**src/rtl/alu_pkg.sv**
```systemverilog
// rtl/alu_pkg.sv - shared opcodes, FSM states, instruction fields and legality check for alu_issue_ctrl
package alu_pkg;

  // Arithmetic / shift opcodes
  localparam logic [4:0] OP_ADD    = 5'b00000;
  localparam logic [4:0] OP_ADDINC = 5'b00001;
  localparam logic [4:0] OP_INCA   = 5'b00011;
  localparam logic [4:0] OP_SUBDEC = 5'b00100;
  localparam logic [4:0] OP_SUB    = 5'b00101;
  localparam logic [4:0] OP_DECA   = 5'b00110;
  localparam logic [4:0] OP_LSL    = 5'b01000;
  localparam logic [4:0] OP_ASR    = 5'b01001;

  // Bitwise opcodes: the whole 1xxxx range is a lookup of the two operand bits
  localparam logic [4:0] OP_ZEROS  = 5'b10000;
  localparam logic [4:0] OP_AND    = 5'b10001;
  localparam logic [4:0] OP_PASSB  = 5'b10011;
  localparam logic [4:0] OP_XOR    = 5'b10110;
  localparam logic [4:0] OP_OR     = 5'b10111;
  localparam logic [4:0] OP_ONES   = 5'b11111;

  typedef enum logic [1:0] {
    S_IDLE = 2'd0,
    S_OPRD = 2'd1,
    S_EXEC = 2'd2,
    S_WB   = 2'd3
  } state_t;

  // Instruction word field positions
  localparam int F_OP_LSB  = 27;
  localparam int F_RD_LSB  = 22;
  localparam int F_RS_LSB  = 17;
  localparam int F_IMM_SEL = 16;
  localparam int F_RT_LSB  = 11;
  localparam int F_IMM_LSB = 0;

  function automatic logic is_legal_op(input logic [4:0] op);
    logic ok;
    ok = 1'b0;
    if (op[4]) begin
      ok = 1'b1;
    end else begin
      case (op)
        OP_ADD, OP_ADDINC, OP_INCA, OP_SUBDEC,
        OP_SUB, OP_DECA, OP_LSL, OP_ASR: ok = 1'b1;
        default:                          ok = 1'b0;
      endcase
    end
    return ok;
  endfunction

endpackage

```
**src/rtl/alu_regfile.sv**
```systemverilog
// rtl/alu_regfile.sv - register file with two operand read ports, a debug read port and one write port; R0 reads zero
module alu_regfile
  import alu_pkg::*;
#(
  parameter int DATA_W = 32,
  parameter int REG_AW = 5
) (
  input  logic              clk,
  input  logic              reset,
  input  logic [REG_AW-1:0] ra1,
  output logic [DATA_W-1:0] rd1,
  input  logic [REG_AW-1:0] ra2,
  output logic [DATA_W-1:0] rd2,
  input  logic [REG_AW-1:0] dbg_addr,
  output logic [DATA_W-1:0] dbg_data,
  input  logic              we,
  input  logic [REG_AW-1:0] wa,
  input  logic [DATA_W-1:0] wd
);

  localparam int NREGS = 1 << REG_AW;

  logic [DATA_W-1:0] mem [NREGS];

  // Storage: cleared on reset; writes to R0 are discarded
  always_ff @(posedge clk) begin
    if (reset) begin
      for (int i = 0; i < NREGS; i++) begin
        mem[i] <= '0;
      end
    end else if (we && (wa != '0)) begin
      mem[wa] <= wd;
    end
  end

  assign rd1      = (ra1 == '0)      ? '0 : mem[ra1];
  assign rd2      = (ra2 == '0)      ? '0 : mem[ra2];
  assign dbg_data = (dbg_addr == '0) ? '0 : mem[dbg_addr];

endmodule

```
**src/rtl/alu_issue_ctrl.sv**
```systemverilog
// rtl/alu_issue_ctrl.sv - issue/sequencing controller for the combinational ALU; optional sticky trap via ALU_ILLEGAL_TRAP_EN
module alu_issue_ctrl
  import alu_pkg::*;
#(
  parameter int DATA_W    = 32,
  parameter int REG_AW    = 5,
  parameter int EXEC_WAIT = 1
) (
  input  logic              clk,
  input  logic              reset,
  input  logic              instr_valid,
  output logic              instr_ready,
  input  logic [31:0]       instr,
  output logic [4:0]        alu_op,
  output logic [DATA_W-1:0] alu_a,
  output logic [DATA_W-1:0] alu_b,
  input  logic [DATA_W-1:0] alu_out,
  output logic              flag_z,
  output logic              flag_n,
  output logic              done,
  output logic              illegal,
  input  logic [REG_AW-1:0] dbg_addr,
  output logic [DATA_W-1:0] dbg_data
);

  localparam logic [7:0] WAIT_LAST = 8'(EXEC_WAIT - 1);

  state_t            state_q, state_d;
  logic [7:0]        cnt_q, cnt_d;
  logic [31:0]       instr_q;
  logic [4:0]        alu_op_d;
  logic              accept;
  logic              exec_last;
  logic              trap_q;

  logic [4:0]        op_q;
  logic [REG_AW-1:0] rd_q, rs_q, rt_q;
  logic              imm_sel_q;
  logic [15:0]       imm_q;
  logic              legal_q;
  logic [DATA_W-1:0] rs_data, rt_data, imm_ext;

  assign op_q      = instr_q[F_OP_LSB +: 5];
  assign rd_q      = instr_q[F_RD_LSB +: REG_AW];
  assign rs_q      = instr_q[F_RS_LSB +: REG_AW];
  assign rt_q      = instr_q[F_RT_LSB +: REG_AW];
  assign imm_sel_q = instr_q[F_IMM_SEL];
  assign imm_q     = instr_q[F_IMM_LSB +: 16];
  assign imm_ext   = {{(DATA_W-16){imm_q[15]}}, imm_q};
  assign legal_q   = is_legal_op(op_q);

  assign instr_ready = (state_q == S_IDLE) && !trap_q;

`ifdef ALU_ILLEGAL_TRAP_EN
  // Sticky trap: once an undefined op retires, stop accepting until reset
  always_ff @(posedge clk) begin
    if (reset) begin
      trap_q <= 1'b0;
    end else if (exec_last && !legal_q) begin
      trap_q <= 1'b1;
    end
  end
`else
  assign trap_q = 1'b0;
`endif

  // State register and EXEC hold counter
  always_ff @(posedge clk) begin
    if (reset) begin
      state_q <= S_IDLE;
      cnt_q   <= '0;
    end else begin
      state_q <= state_d;
      cnt_q   <= cnt_d;
    end
  end

  // Next-state logic; alu_op is parked at ZEROS outside EXEC so every issue toggles it
  always_comb begin
    state_d   = state_q;
    cnt_d     = cnt_q;
    accept    = 1'b0;
    exec_last = 1'b0;
    case (state_q)
      S_IDLE: begin
        if (instr_valid && instr_ready) begin
          accept  = 1'b1;
          state_d = S_OPRD;
        end
      end
      S_OPRD: begin
        cnt_d   = '0;
        state_d = S_EXEC;
      end
      S_EXEC: begin
        if (cnt_q == WAIT_LAST) begin
          exec_last = 1'b1;
          state_d   = S_WB;
        end else begin
          cnt_d = cnt_q + 8'd1;
        end
      end
      S_WB: begin
        state_d = S_IDLE;
      end
      default: begin
        state_d = S_IDLE;
      end
    endcase
    alu_op_d = (state_d == S_EXEC) ? op_q : OP_ZEROS;
  end

  // Datapath: ALU drive registers, result capture at the end of EXEC, done/illegal pulse during WB.
  // The result is taken while the opcode is still applied, so the write and flags are already
  // visible in the cycle that done is high.
  always_ff @(posedge clk) begin
    if (reset) begin
      instr_q <= '0;
      alu_op  <= OP_ZEROS;
      alu_a   <= '0;
      alu_b   <= '0;
      flag_z  <= 1'b0;
      flag_n  <= 1'b0;
      done    <= 1'b0;
      illegal <= 1'b0;
    end else begin
      alu_op  <= alu_op_d;
      done    <= exec_last;
      illegal <= exec_last && !legal_q;
      if (accept) begin
        instr_q <= instr;
      end
      if (state_q == S_OPRD) begin
        alu_a <= rs_data;
        alu_b <= imm_sel_q ? imm_ext : rt_data;
      end
      if (exec_last && legal_q) begin
        flag_z <= (alu_out == '0);
        flag_n <= alu_out[DATA_W-1];
      end
    end
  end

  alu_regfile #(
    .DATA_W (DATA_W),
    .REG_AW (REG_AW)
  ) u_regfile (
    .clk      (clk),
    .reset    (reset),
    .ra1      (rs_q),
    .rd1      (rs_data),
    .ra2      (rt_q),
    .rd2      (rt_data),
    .dbg_addr (dbg_addr),
    .dbg_data (dbg_data),
    .we       (exec_last && legal_q),
    .wa       (rd_q),
    .wd       (alu_out)
  );

endmodule

```
**config.mk**
```make
export PLATFORM = sky130hd
export DESIGN_NAME = alu_issue_ctrl
export DESIGN_NICKNAME = d
export VERILOG_FILES = /design/src/rtl/alu_pkg.sv /design/src/rtl/alu_regfile.sv /design/src/rtl/alu_issue_ctrl.sv
export SDC_FILE = /design/constraint.sdc
export NUM_CORES = 2
export LEC_CHECK = 0
export BUFFER_PORTS_ARGS = -buffer_cell sky130_fd_sc_hd__buf_2
export CAP_MARGIN = 20
export CELL_PAD_IN_SITES_DETAIL_PLACEMENT = 1
export CELL_PAD_IN_SITES_GLOBAL_PLACEMENT = 2
export CORE_UTILIZATION = 50
export DETAILED_ROUTE_END_ITERATION = 12
export PLACE_DENSITY = 0.93
export RECOVER_POWER = 25
export SYNTH_ARGS = -nofsm -noshare
export SYNTH_HDL_FRONTEND = slang
export SYNTH_HIERARCHICAL = 1
export SYNTH_SLANG_ARGS = --single-unit
```
**constraint.sdc**
```tcl
create_clock -name clk -period 8.7 [get_ports clk]
set_clock_uncertainty 0.2 [all_clocks]
set_input_delay 1.74 -clock clk [delete_from_list [all_inputs] [get_ports clk]]
set_output_delay 1.74 -clock clk [all_outputs]
set_load 0.02 [all_outputs]
```
==> metrics.log <==
INFO  metric ys_ff_latch = approximately 1100
INFO  metric critical_path_class = in -> reg
INFO  metric antenna_found_initial = 26
INFO  metric ys_types = a little over 60
INFO  metric outcome = finished with violations
INFO  metric crit_path_top_delay_cell = sky130_fd_sc_hd__clkbuf_1
INFO  metric critical_path.most_common_cell = sky130_fd_sc_hd__clkbuf_1
INFO  metric asyncSetResetFlopFracSynth = 0%
INFO  metric via_count = slightly below 50000
INFO  metric reg2reg_to = u_regfile/mem[19][30]$_SDFFCE_PN0P_
INFO  metric netlist_area = roughly 67000 µm²
INFO  metric cts_hold_buffers = 0
INFO  metric final_nets = 4820
INFO  metric gp_congestion = 0.967
INFO  metric detail_route.wl_per_cell = slightly above 40 µm
INFO  metric area_growth_syn_to_layout = 10.0%
INFO  metric route.detailed.drc = 0
INFO  metric fp.dieArea = 136000 µm²
INFO  metric ys_seq_area_share = between 40 and 50%
INFO  metric synthCells = 4756
INFO  metric grt_start_max_net_pins = ~130
INFO  metric min_path_type = reg -> reg
INFO  metric clock_sinks = about 1100
INFO  metric layout-drive-gt1-share = about a quarter
INFO  metric pwr_density_cell = about 230 nW/µm²
INFO  metric path_max_fanout = 71
INFO  metric vias_per_cell = about 7.4
INFO  metric slowest_delay = 2.44 ns
INFO  metric critical_path.endpoint_type = flop
INFO  metric synth_edf_count = 1024
INFO  metric tritoncts = done
INFO  metric std_cell_rows = roughly 130
INFO  metric ranking_of_synthesized_cells_by_area = sky130_fd_sc_hd__edfxtp_1 46%, sky130_fd_sc_hd__mux4_2 22%, sky130_fd_sc_hd__and2_1 9.5%
INFO  metric required = around 9.2 ns
INFO  metric reg2reg_from = state_q[0]$_SDFF_PP0_
INFO  metric first_global_vias = ~50000
INFO  metric detail_route.iter0.violations = roughly 7600
INFO  metric r2r_slack = about 2.0 ns
INFO  metric detailedRoute.firstPassIterationCount = 5
INFO  metric cts_buffers = ~120
INFO  metric clk_pin_slew_worst_paths = 0.06 ns
INFO  metric report.final.hold_viol_count = 0
INFO  metric arrival = 8.01 ns
INFO  metric finalCritPeriodShare = between 80% and 90%
INFO  metric final-setup-viol-count = 0
INFO  metric chipWidth = 369 µm
INFO  metric ctsHtreeMaxLevel = 3
INFO  metric drv_slew = around 630
INFO  metric netlist.top_cell.by_area = sky130_fd_sc_hd__edfxtp_1
INFO  metric fmaxAchievable = around 130 MHz
INFO  metric post-synth-top-count-cell = sky130_fd_sc_hd__edfxtp_1
INFO  metric chipHeight = ~370 µm
INFO  metric postRouteWirelength = roughly 270000 µm
INFO  metric critPathLaunch = reset
INFO  metric clock_latency_on_the_worst_skew_pair = ~0.8 ns
INFO  metric synth.avg_cell_area = roughly 14 µm²
INFO  metric unrepaired_setup_endpoints_after_global_routing = false
INFO  metric place_hpwl = 167000 µm
INFO  metric timing.reg2reg.worst_path_depth = 12
INFO  metric startpoint_type = input port
INFO  metric cts_setup_buffers = 0
INFO  metric failed_checks = capacitance limit, slew limit
INFO  metric synth-warning-count = 6
INFO  metric initial_utilization = approximately half
INFO  metric totalNegativeSetupSlack = 0 ns
INFO  metric final.min_clock_period = around 7.5 ns
INFO  metric slew_headroom = -129%
INFO  metric io_pins = roughly 180
INFO  metric worst_vdd_drop = around 0.18 mV
INFO  metric cts_resized = 0
INFO  metric ys.flop_type = sky130_fd_sc_hd__edfxtp_1
INFO  metric p_leak = 25.1 nW
INFO  metric root_buffer = sky130_fd_sc_hd__clkbuf_16
INFO  metric floorplan.core_area = 133000 µm²
INFO  metric synth_top_area_share = a little under half
INFO  metric critical_path_cell_by_cell = clkbuf_1, clkbuf_1, inv_1, a31oi_1, a22oi_1, o22ai_1
INFO  metric gr-usage-all-layers = between 30% and 40%
INFO  metric whs = approximately 0.26 ns
INFO  metric power.total = 16.7 mW
INFO  metric buffer_ports.inserted = roughly 180
INFO  metric cts-root-to-sink-buffers = 3
INFO  metric worst_pin_slew = approximately 3.4 ns
INFO  metric globalRouteOverflowTotal = 0
INFO  metric count_of_nets_left_with_antenna_violations_after_detail_routing = 0
INFO  metric maxCapViolations = 20
INFO  metric post_synth_most_frequent_cells = 1024 x sky130_fd_sc_hd__edfxtp_1, 1016 x sky130_fd_sc_hd__and2_1, 659 x sky130_fd_sc_hd__mux4_2
INFO  metric grt_pass1_wl = ~380000 µm
==> state kept, by name, summed over array words and instances (netlist names), named ones only <==
name / flops
alu_a: 32
alu_b: 32
alu_op: 5
cnt_q: 8
done: 1
flag_n: 1
flag_z: 1
illegal: 1
instr_q: 32
state_q: 2
u_regfile/mem: 1024
==> final cells by class <==
type                            instances  area [µm²]
Clock buffer                          163        3420
Antenna cell                           13        32.5
Tap cell                             1768        2210
Sequential cell                      1140       33100
Clock inverter                         63         763
Inverter                               14        52.6
Multi-Input combinational cell       3107       32000
Fill cell                           12786       59600
Timing Repair Buffer                  358        2280
==> routing by layer <==
metal / track usage (%) / routed length (µm) / vias to the layer above / part of all wire (%)
li1: - / - / 18557 / -
met1: 48.1 / 88200 / 25071 / 33
met2: 58.6 / 118000 / 4354 / 44
met3: 13.4 / 39400 / 1161 / 15
met4: 26.2 / 21100 / 18 / 7.9
met5: 0 / 97 / - / 0.036
==> worst min-delay path by stage <==
| stage | from | end | slack, ns | cells after the start |
|---|---|---|---|---|
| finish | instr_q[5]$_SDFFE_PP0N_ | instr_q[5]$_SDFFE_PP0N_ | 0.26 | 2 |
| detailed placement | instr_q[5]$_SDFFE_PP0N_ | instr_q[5]$_SDFFE_PP0N_ | 0.25 | 2 |
| global placement | instr_q[7]$_SDFFE_PP0N_ | instr_q[7]$_SDFFE_PP0N_ | 0.24 | 2 |
| CTS | instr_q[5]$_SDFFE_PP0N_ | instr_q[5]$_SDFFE_PP0N_ | 0.26 | 2 |
| floorplan | flop | illegal$_SDFF_PP0_ | 0.20 | 1 |
| global route | instr_q[4]$_SDFFE_PP0N_ | instr_q[4]$_SDFFE_PP0N_ | 0.28 | 2 |
==> power by group <==
part           internal [mW]  switching, mW  total (mW)  leakage (nW)
registers               6.27          0.337        6.61          11.5
logic                   1.68           2.85        4.53          11.6
clock network           3.22           2.33        5.55          2.02
==> cell families (layout without fill, tap and decap cells) <==
family,Yosys count,count (layout),share of synthesized area [%]
flops,1140,1140,49.2
simple gates,1459,1459,12.8
compound gates,522,522,5.57
buf+inv,540,598,3.68
mux,1084,1084,28.6
xor+xnor,4,4,0.0521
other cells,1,45,0.00558
fa+ha+maj,6,6,0.112
==> through the flow <==
| stage | cell area (µm²) | utilization, % | cells | setup slack, ns |
|---|---|---|---|---|
| 2_1_floorplan | 67300 | - | 4787 | 3.10 |
| 3_5_place_dp | 69800 | 52.3 | 6381 | 1.62 |
| 3_3_place_gp | 69800 | 52.3 | 6375 | 1.58 |
| 6_report | 73900 | 55.4 | 6626 | 1.16 |
| 4_1_cts | 74000 | 55.5 | 6607 | 1.58 |
| 5_1_grt | 73900 | 55.4 | 6618 | 0.824 |
==> worst max-delay path: cells and delay by family <==
family                 cells  cell delay (ns)
AO/OA/AOI/OAI              3             0.82
buffers and inverters      3             5.37
==> layout by cell type, fill, tap and decap left out, drive strengths merged, types with 11 or more instances in the layout <==
master   instances
o32ai           16
o22ai           94
nand3           11
inv             13
a22o            53
conb            32
or2             35
diode           13
nand2b          12
and2          1016
clkbuf         258
bufinv          16
o221ai          26
dfxtp          116
mux4           659
nor2b           47
buf            263
a22oi           89
clkinv          42
edfxtp        1024
nor3            66
nand2           90
a211oi          87
a2111oi         28
nor2           112
mux2            69
mux2i          356
a21oi           97
nor4            33
Note: power is estimated with default switching activity, not from simulation.
